**config.mk**
```make
export PLATFORM = sky130hd
export DESIGN_NAME = seven_seg_scan_ctrl_flat
export DESIGN_NICKNAME = d
export VERILOG_FILES = /design/src/rtl/seven_seg_scan_ctrl_pkg.sv /design/src/rtl/seven_seg_scan_ctrl_if.sv /design/src/rtl/seven_seg_slot_timer.sv /design/src/rtl/seven_seg_scan_ctrl.sv /design/src/flat_wrapper.sv
export SDC_FILE = /design/constraint.sdc
export NUM_CORES = 1
export LEC_CHECK = 0
export CORE_MARGIN = 4
export CORE_UTILIZATION = 50
export DETAILED_ROUTE_END_ITERATION = 10
export HOLD_SLACK_MARGIN = 0.05
export MAX_ROUTING_LAYER = met4
export PLACE_DENSITY = 0.82
export SLEW_MARGIN = 10
export SYNTH_ARGS = -nofsm -noshare
export SYNTH_HDL_FRONTEND = slang
export SYNTH_HIERARCHICAL = 1
export SYNTH_SLANG_ARGS = --single-unit
```
**constraint.sdc**
```tcl
create_clock -name clk -period 3.2 [get_ports clk]
set_clock_uncertainty 0.05 [all_clocks]
set_input_delay 0.96 -clock clk [delete_from_list [all_inputs] [get_ports clk]]
set_output_delay 0.96 -clock clk [all_outputs]
set_load 0.01 [all_outputs]
```
**src/rtl/seven_seg_scan_ctrl_pkg.sv**
```systemverilog
// Shared definitions for the seven-segment scan controller:
// the scan state encoding and a width helper.
package seven_seg_scan_ctrl_pkg;

   typedef enum logic [1:0] {
      SCAN_IDLE  = 2'd0,
      SCAN_BLANK = 2'd1,
      SCAN_SHOW  = 2'd2
   } scan_state_t;

   // Bits needed to hold the values 0 .. n-1.
   function automatic int clog2(input int n);
      int r;
      r = 0;
      while ((1 << r) < n) begin
         r = r + 1;
      end
      return r;
   endfunction

endpackage

```
**src/rtl/seven_seg_scan_ctrl_if.sv**
```systemverilog
// Control, load and display signal bundle between a host and the
// seven-segment scan controller.
interface seven_seg_scan_ctrl_if #(
   parameter int NUM_DIGITS = 4
);
   logic                    enable;
   logic                    load;
   logic [4*NUM_DIGITS-1:0] value;
   logic [NUM_DIGITS-1:0]   dp_in;
   logic                    lz_suppress;
   logic                    load_ack;
   logic [3:0]              digit_data;
   logic [NUM_DIGITS-1:0]   digit_sel;
   logic                    dp_n;
   logic                    blank;
   logic                    frame_done;

   modport master (
      output enable, load, value, dp_in, lz_suppress,
      input  load_ack, digit_data, digit_sel, dp_n, blank, frame_done
   );

   modport slave (
      input  enable, load, value, dp_in, lz_suppress,
      output load_ack, digit_data, digit_sel, dp_n, blank, frame_done
   );
endinterface

```
**src/rtl/seven_seg_slot_timer.sv**
```systemverilog
// Digit slot prescaler: counts 0 .. PRESCALE-1 per slot and flags the
// last blanking cycle and the last cycle of the slot.
module seven_seg_slot_timer
   import seven_seg_scan_ctrl_pkg::*;
#(
   parameter int PRESCALE     = 50000,
   parameter int BLANK_CYCLES = 16
) (
   input  logic clk,
   input  logic rst,
   input  logic i_run,
   input  logic i_clear,
   output logic o_blank_end,
   output logic o_slot_end
);
   localparam int CNT_W = clog2(PRESCALE);
   localparam logic [CNT_W-1:0] BLANK_LAST = CNT_W'(BLANK_CYCLES - 1);
   localparam logic [CNT_W-1:0] SLOT_LAST  = CNT_W'(PRESCALE - 1);

   logic [CNT_W-1:0] r_count;

   assign o_blank_end = (r_count == BLANK_LAST);
   assign o_slot_end  = (r_count == SLOT_LAST);

   always_ff @(posedge clk) begin
      if (rst || i_clear) begin
         r_count <= '0;
      end else if (i_run) begin
         r_count <= o_slot_end ? '0 : r_count + 1'b1;
      end
   end
endmodule

```
**src/rtl/seven_seg_scan_ctrl.sv**
```systemverilog
// Time-multiplexed scan controller for common-anode seven-segment digits
// sharing one hex decoder; value/dp are double-buffered and swap per frame.
//
//   state      | meaning
//   SCAN_IDLE  | scanning disabled, all digits off, pending commits every edge
//   SCAN_BLANK | first BLANK_CYCLES of a slot, digits off while decoder settles
//   SCAN_SHOW  | rest of the slot, digit r_idx enabled unless suppressed
module seven_seg_scan_ctrl
   import seven_seg_scan_ctrl_pkg::*;
#(
   parameter int NUM_DIGITS   = 4,
   parameter int PRESCALE     = 50000,
   parameter int BLANK_CYCLES = 16
) (
   input  logic                 clk,
   input  logic                 rst,
   seven_seg_scan_ctrl_if.slave bus
);
   localparam int IDX_W = clog2(NUM_DIGITS);
   localparam logic [IDX_W-1:0] IDX_LAST = IDX_W'(NUM_DIGITS - 1);

   scan_state_t             r_state;
   scan_state_t             w_state_nxt;
   logic [IDX_W-1:0]        r_idx;
   logic [IDX_W-1:0]        w_idx_nxt;
   logic [4*NUM_DIGITS-1:0] r_shadow_val;
   logic [4*NUM_DIGITS-1:0] r_pend_val;
   logic [NUM_DIGITS-1:0]   r_shadow_dp;
   logic [NUM_DIGITS-1:0]   r_pend_dp;
   logic                    r_pend_valid;
   logic                    r_load_ack;

   logic                    w_blank_end;
   logic                    w_slot_end;
   logic                    w_run;
   logic                    w_clear;
   logic                    w_frame_bnd;
   logic                    w_suppress;
   logic                    w_dp_sel;
   logic [3:0]              w_nibble;
   logic [IDX_W-1:0]        w_top_idx;

   assign w_run   = (r_state != SCAN_IDLE);
   assign w_clear = ~bus.enable;

   seven_seg_slot_timer #(
      .PRESCALE     (PRESCALE),
      .BLANK_CYCLES (BLANK_CYCLES)
   ) u_slot_timer (
      .clk         (clk),
      .rst         (rst),
      .i_run       (w_run),
      .i_clear     (w_clear),
      .o_blank_end (w_blank_end),
      .o_slot_end  (w_slot_end)
   );

   // Current digit's nibble/dp and the highest nonzero digit for suppression.
   always_comb begin
      w_nibble  = 4'h0;
      w_dp_sel  = 1'b0;
      w_top_idx = '0;
      for (int i = 0; i < NUM_DIGITS; i++) begin
         if (r_idx == IDX_W'(i)) begin
            w_nibble = r_shadow_val[4*i +: 4];
            w_dp_sel = r_shadow_dp[i];
         end
         if (r_shadow_val[4*i +: 4] != 4'h0) begin
            w_top_idx = IDX_W'(i);
         end
      end
   end

   assign w_suppress     = bus.lz_suppress && (r_idx > w_top_idx);
   assign bus.digit_data = w_nibble;
   assign bus.load_ack   = r_load_ack;

   always_ff @(posedge clk) begin
      if (rst) begin
         r_state <= SCAN_IDLE;
         r_idx   <= '0;
      end else begin
         r_state <= w_state_nxt;
         r_idx   <= w_idx_nxt;
      end
   end

   always_comb begin
      w_state_nxt    = r_state;
      w_idx_nxt      = r_idx;
      w_frame_bnd    = (r_state == SCAN_IDLE);
      bus.digit_sel  = '1;
      bus.blank      = 1'b1;
      bus.dp_n       = 1'b1;
      bus.frame_done = 1'b0;

      if (!bus.enable) begin
         w_state_nxt = SCAN_IDLE;
         w_idx_nxt   = '0;
      end else begin
         case (r_state)
            SCAN_IDLE: begin
               w_state_nxt = SCAN_BLANK;
               w_idx_nxt   = '0;
            end
            SCAN_BLANK: begin
               if (w_blank_end) begin
                  w_state_nxt = SCAN_SHOW;
               end
            end
            SCAN_SHOW: begin
               if (w_slot_end) begin
                  w_state_nxt = SCAN_BLANK;
                  if (r_idx == IDX_LAST) begin
                     w_idx_nxt   = '0;
                     w_frame_bnd = 1'b1;
                  end else begin
                     w_idx_nxt = r_idx + 1'b1;
                  end
               end
            end
            default: begin
               w_state_nxt = SCAN_IDLE;
               w_idx_nxt   = '0;
            end
         endcase
      end

      if (r_state == SCAN_SHOW) begin
         bus.frame_done = w_slot_end && (r_idx == IDX_LAST);
         if (!w_suppress) begin
            for (int i = 0; i < NUM_DIGITS; i++) begin
               bus.digit_sel[i] = (r_idx != IDX_W'(i));
            end
            bus.blank = 1'b0;
            bus.dp_n  = ~w_dp_sel;
         end
      end
   end

   // A load on a commit edge lands in pending after the old pending moves up.
   always_ff @(posedge clk) begin
      if (rst) begin
         r_shadow_val <= '0;
         r_shadow_dp  <= '0;
         r_pend_val   <= '0;
         r_pend_dp    <= '0;
         r_pend_valid <= 1'b0;
         r_load_ack   <= 1'b0;
      end else begin
         r_load_ack <= bus.load;
         if (w_frame_bnd) begin
            r_pend_valid <= 1'b0;
            if (r_pend_valid) begin
               r_shadow_val <= r_pend_val;
               r_shadow_dp  <= r_pend_dp;
            end
         end
         if (bus.load) begin
            r_pend_val   <= bus.value;
            r_pend_dp    <= bus.dp_in;
            r_pend_valid <= 1'b1;
         end
      end
   end
endmodule
```
**src/flat_wrapper.sv**
```systemverilog
// flat-port wrapper written by rule: the top's interface ports become plain ports
module seven_seg_scan_ctrl_flat import seven_seg_scan_ctrl_pkg::*;
#(
   parameter int NUM_DIGITS   = 4,
   parameter int PRESCALE     = 50000,
   parameter int BLANK_CYCLES = 16
)
  (clk, rst, bus_enable, bus_load, bus_value, bus_dp_in, bus_lz_suppress, bus_load_ack, bus_digit_data, bus_digit_sel, bus_dp_n, bus_blank, bus_frame_done);
  seven_seg_scan_ctrl_if #(.NUM_DIGITS(NUM_DIGITS)) bus_i ();
  input  logic clk;
  input  logic rst;
  input wire logic [$bits(bus_i.enable)-1:0] bus_enable;
  input wire logic [$bits(bus_i.load)-1:0] bus_load;
  input wire logic [$bits(bus_i.value)-1:0] bus_value;
  input wire logic [$bits(bus_i.dp_in)-1:0] bus_dp_in;
  input wire logic [$bits(bus_i.lz_suppress)-1:0] bus_lz_suppress;
  output wire logic [$bits(bus_i.load_ack)-1:0] bus_load_ack;
  output wire logic [$bits(bus_i.digit_data)-1:0] bus_digit_data;
  output wire logic [$bits(bus_i.digit_sel)-1:0] bus_digit_sel;
  output wire logic [$bits(bus_i.dp_n)-1:0] bus_dp_n;
  output wire logic [$bits(bus_i.blank)-1:0] bus_blank;
  output wire logic [$bits(bus_i.frame_done)-1:0] bus_frame_done;
  assign bus_i.enable = bus_enable;
  assign bus_i.load = bus_load;
  assign bus_i.value = bus_value;
  assign bus_i.dp_in = bus_dp_in;
  assign bus_i.lz_suppress = bus_lz_suppress;
  assign bus_load_ack = bus_i.load_ack;
  assign bus_digit_data = bus_i.digit_data;
  assign bus_digit_sel = bus_i.digit_sel;
  assign bus_dp_n = bus_i.dp_n;
  assign bus_blank = bus_i.blank;
  assign bus_frame_done = bus_i.frame_done;
  seven_seg_scan_ctrl #(.NUM_DIGITS(NUM_DIGITS), .PRESCALE(PRESCALE), .BLANK_CYCLES(BLANK_CYCLES)) u_core (.clk(clk), .rst(rst), .bus(bus_i));
endmodule
```
After elaboration in Yosys (flattened, before gate mapping). Index checks and enable logic that the tools add are counted.

Flip-flop bits (word level): 62. Logic and storage cells: 73. Input port bits: 25. Output and inout bits: 12.

Reductions and logical operators: 15. Eq/ne operators: 12. Magnitude comparators: 1. $add $sub $neg: 2. Multiplexer cells: 31. Bitwise operators: 3.

Operators by type and width (number): $mux 4 (6); $add 16x1->16 const B (1); $eq 16x16->1 const B (1); $eq 16x4->1 const B (1); $mux 1 (16); $mux 16 (1); $mux 2 (6); $reduce_bool 4->1 (3); $ne 2x2->1 const B (4); $eq 2x2->1 const B (3); $pmux 2 s3 (1); $reduce_and 2->1 (3); $reduce_bool 2->1 (3); $eq 2x1->1 const B (2); $logic_not 2->1 (2); $pmux 2 s2 (1); $not 1->1 (3); $add 2x1->2 const B (1); $gt 2x2->1 (1); $logic_and 1x1->1 (2); $ne 2x1->1 const B (1); $reduce_or 2->1 (1); $logic_or 1x1->1 (1).

Logic depth before layout (Yosys ltp).
Depth after elaboration: 8. Mapped depth: 7. Depth with buffers taken out: 7.

Hierarchy. The synthesis kept the hierarchy.

Modules (own cells, without submodules): seven_seg_scan_ctrl (area each 2258.4 µm², sequential area each 920.9 µm², cells each 241, instances 1); seven_seg_slot_timer (area each 778.2 µm², sequential area each 320.3 µm², cells each 87, instances 1).

Worst setup path before layout. No wires, ideal clock.

Path type: register to output. Start: reg u_core.r_shadow_val[15]. End: out bus_dp_n. Data required time: 2.190 ns. Setup slack: 0.422 ns. Arrival: 1.768 ns. Buffers on the path: 0. Cell stages (with the launch flop): 7. Path through: dfxtp_1 or4_1 nor2_1 ha_1 nor2b_1 o211ai_1 o211ai_1.

Longest elaborated chain between the ends: 6.

RTL lines: start: declaration (RTL line seven_seg_scan_ctrl.sv:26) `logic [4*NUM_DIGITS-1:0] r_shadow_val;`; start signal: assignment (RTL line seven_seg_scan_ctrl.sv:155) `r_shadow_val <= r_pend_val;`; $reduce_bool 4->1 (RTL line seven_seg_scan_ctrl.sv:68) `if (r_shadow_val[4*i +: 4] != 4'h0) begin`; $mux 2 (RTL line seven_seg_scan_ctrl.sv:68); $gt 2x2->1 (RTL line seven_seg_scan_ctrl.sv:74) `assign w_suppress = bus.lz_suppress && (r_idx > w_top_idx);`; $logic_and 1x1->1 (RTL line seven_seg_scan_ctrl.sv:74); $mux 1 (RTL line seven_seg_scan_ctrl.sv:131) `if (!w_suppress) begin`; $mux 1 (RTL line seven_seg_scan_ctrl.sv:129) `if (r_state == SCAN_SHOW) begin`; end: declaration (RTL line flat_wrapper.sv:20) `output wire logic [$bits(bus_i.dp_n)-1:0] bus_dp_n;`.

No other way between the ends.

Final worst setup path.
Start: reg u_core.r_shadow_val[15]. End: out bus_digit_sel[2].

Longest elaborated chain between the ends: 6.

RTL lines: $reduce_bool 4->1 (RTL line seven_seg_scan_ctrl.sv:68); $mux 2 (RTL line seven_seg_scan_ctrl.sv:68); $gt 2x2->1 (RTL line seven_seg_scan_ctrl.sv:74); $logic_and 1x1->1 (RTL line seven_seg_scan_ctrl.sv:74); $mux 4 (RTL line seven_seg_scan_ctrl.sv:131); $mux 4 (RTL line seven_seg_scan_ctrl.sv:129); end: declaration (RTL line flat_wrapper.sv:19) `output wire logic [$bits(bus_i.digit_sel)-1:0] bus_digit_sel;`.

No other way between the ends.

==> results.cfg <==
[timing]
worstMarginPinSlew_ns = 0.489
min_period_over_period_pct = 99.8
hold_viol = 0
whs_ns = 0.423
timing.final.ws_setup_ns = 0.00792
rsz0062_at_grt = yes
setup_viol = 0
maxSlewViolCount = 0
max_freq_mhz = 313
relSlewSlack_pct = 67.1
min_period_ns = 3.19

[worst_setup_path]
cp_cell_sequence = or4_4, nor2_2, ha_1, nor2b_1, o211ai_1, buf_4, nand3_1, buf_2
worstSetupPathType = register to primary output
reg2reg_to = u_core/r_shadow_val[0]
required_ns = 2.19
crit_path_max_fanout = 5
cp_slowest_cell = or4_4
cp.arrival_ns = 2.18
reg2reg_depth = 7
start_kind = register
crit_path_end_kind = primary output
r2r_start = u_core/u_slot_timer/r_count[4]
r2r_slack_ns = 0.95
worst_path_largest_cell_delay_ns = 0.54

[die]
die_h_um = 85.9
rows = 28
ios = 37
start_util_pct = 51.3
die_w_um = 85.9
die_area_um2 = 7380
coreArea_um2 = 5920

[synthesis]
synth_ff_type = dfxtp_1
async_flop_share_pct = 0
synth.avg_cell_area_um2 = 9.26
synth_top_area_share_pct = 40.9
synth_nets = 361
muxShareOfSynthArea_pct = 13.5
yosysSeqAreaShare_pct = 40.9
ys_top_cells_by_area = dfxtp_1 41%, mux2i_1 14%, nand2b_1 8.4%
yosysTopAreaCell = dfxtp_1
yosysUniqueCellTypes = 41
synthAdderAreaFrac_pct = 3.30
synth-compound-area-share_pct = 6.92
yosysMostFrequentCell = dfxtp_1
yosysWarnings = 6
syn_area_um2 = 3040
synth_top_family_by_area = simple AND/OR/NAND/NOR gates
yosys.area_share.xor_xnor_pct = 4.33
syn_inst = 328
ys_ff_latch = 62
synthSimpleGateAreaFrac_pct = 25.6
synth-edff-count = 0
netlist_top_cells_count = 62 x dfxtp_1, 42 x nor2_1, 41 x mux2i_1, 41 x nand2b_1, 15 x nand2_1

[outcome]
outcome = finished clean

[drt]
drc = 0
wl_per_cell_um = 13.5
finalWirelength_mm = 6.01
first_iter_violations = 127
first_pass_iters = 4
antenna_left = 0
viasPerCell = 5.18
route.vias.total = 2307

[grt]
grt_pass1_wl_mm = 9.92
grt_pass1_vias = 2187
met2_usage_pct = 25.8
grt.overflow.total = 0
grt-busiest-layer = met2
use_met1_pct = 22.2
grtUsageTotal_pct = 17.3
grt_use_met3_pct = 4.13
grt_max_degree = 56
antenna_found_initial = 0

[placement]
place.gp.congestion = 0.823
numPortBuffers = 36
pre_cts_slack_ns = -0.0964
dp_hpwl_mm = 4.17
dp.cells = 426

[layout]
instances_no_fill = 445
diodes = 0
final_layout_size_suffix_gt1_share_pct = 12.7
syn_to_final_growth_pct = 19.5
fin_nets = 398

[worst_hold_path]
hold_depth = 2
hold_class = register to register
min_to = u_core/r_shadow_val[11]
min-delay-start = u_core/r_pend_val[11]

[cts]
clock_latency_ns = 0.33
cts_buffers = 9
cts_buffer_depth = 2
cts_sinks = 62
clkTransAtPathRegs_ns = 0.07
cts_max_level = 3
cts_tree = yes
cts_root_buf = clkbuf_8

[pwr]
p_leak_nw = 1.35
p_per_area_nw_per_um2 = 451
vdd.ir_drop.worst_mv = 0.235

[run]
drv_cap = 0
-- worst max-delay path: cells and delay by family (launching register included) --
family / cells / cell delay [ns]
buf+inv: 2 / 0.31
flops: 1 / 0.31
simple gates: 4 / 0.85
fa+ha+maj: 1 / 0.24
compound gates: 1 / 0.15
-- worst max-delay path by stage --
stage	from	to	cells past startpoint
finish	u_core/r_shadow_val[15]	bus_digit_sel[2]	8
global route	u_core/r_shadow_val[15]	bus_digit_sel[3]	8
CTS	u_core/r_shadow_val[15]	bus_digit_sel[3]	8
detailed placement	u_core/r_shadow_val[15]	bus_dp_n	7
global placement	bus_lz_suppress	bus_dp_n	4
floorplan	u_core/r_shadow_val[15]	bus_dp_n	6
-- cell type report --
cell class	count	area, um2
Inverter	12	45.0
Clock inverter	4	45.0
Tap cell	75	93.8
Sequential cell	62	1250
Timing Repair Buffer	44	395
Multi-Input combinational cell	236	1650
Clock buffer	12	155
Fill cell	501	2290
-- flip-flops by register name (all words and copies together), names as in the netlist --
name and cells:
u_core/bus.load_ack 1, u_core/r_shadow_dp 4, u_core/r_pend_val 16, u_core/r_state 2, u_core/r_pend_dp 4, u_core/u_slot_timer/r_count 16, u_core/r_idx 2, u_core/r_shadow_val 16
u_core/r_pend_valid 1
-- cells in the final DEF (no fill, tap or decap), types with 2 or more instances in the layout --
cell type	n
nand4_1	5
buf_4	8
nand2_1	15
inv_1	12
xor2_1	4
dfxtp_1	58
a31oi_1	2
dfxtp_2	4
a22o_1	4
mux2i_1	41
clkinv_2	3
clkbuf_8	11
and3_1	2
clkdlybuf4s50_1	31
and2b_1	2
o21ai_0	4
nor2_1	41
nand3_1	7
ha_1	3
nor3_1	4
xnor2_1	11
nand2b_1	41
o211ai_1	2
nor4_1	7
nor2b_1	3
buf_2	5
nor3b_1	2
a21oi_1	13
o21ai_1	2
ha_2	5
-- stage by stage --
stage	setup TNS, ns	util, %	power, mW	area [um2]
floorplan	0	-	0.922	3040
global placement	-0.148	57.6	0.963	3410
detailed placement	-0.364	57.6	0.968	3410
CTS	-0.0362	60.8	1.66	3600
global route	-0.611	61.3	1.70	3630
finish	0	61.3	1.64	3630
-- cells by family after synthesis --
kind of cell,count (synthesis)
xor gates and xnor gates,15
and+or+nand+nor,141
adders and majority gates,8
buffers and inverters,30
AOI/OAI and AO/OA,31
DFF,62
muxes,41
-- power breakdown --
part	leakage, nW	switching [mW]	internal (mW)
registers	0.507	0.0147	0.796
clock network	0.106	0.282	0.398
logic	0.741	0.0635	0.0825
total	1.35	0.360	1.28
-- per-layer routing --
metal	share of wire, %	wire (um)
met4	1.9	113
met3	4.3	258
met5	0	0
met2	45	2730
met1	48	2910
-- what timing repair did --
action,CTS,global route
gates resized for setup,23,10
setup endpoints to repair,9,10
setup buffers,1,2
pin swaps,2,2
hold buffers,0,0
Power figures use the tool's default switching activity.
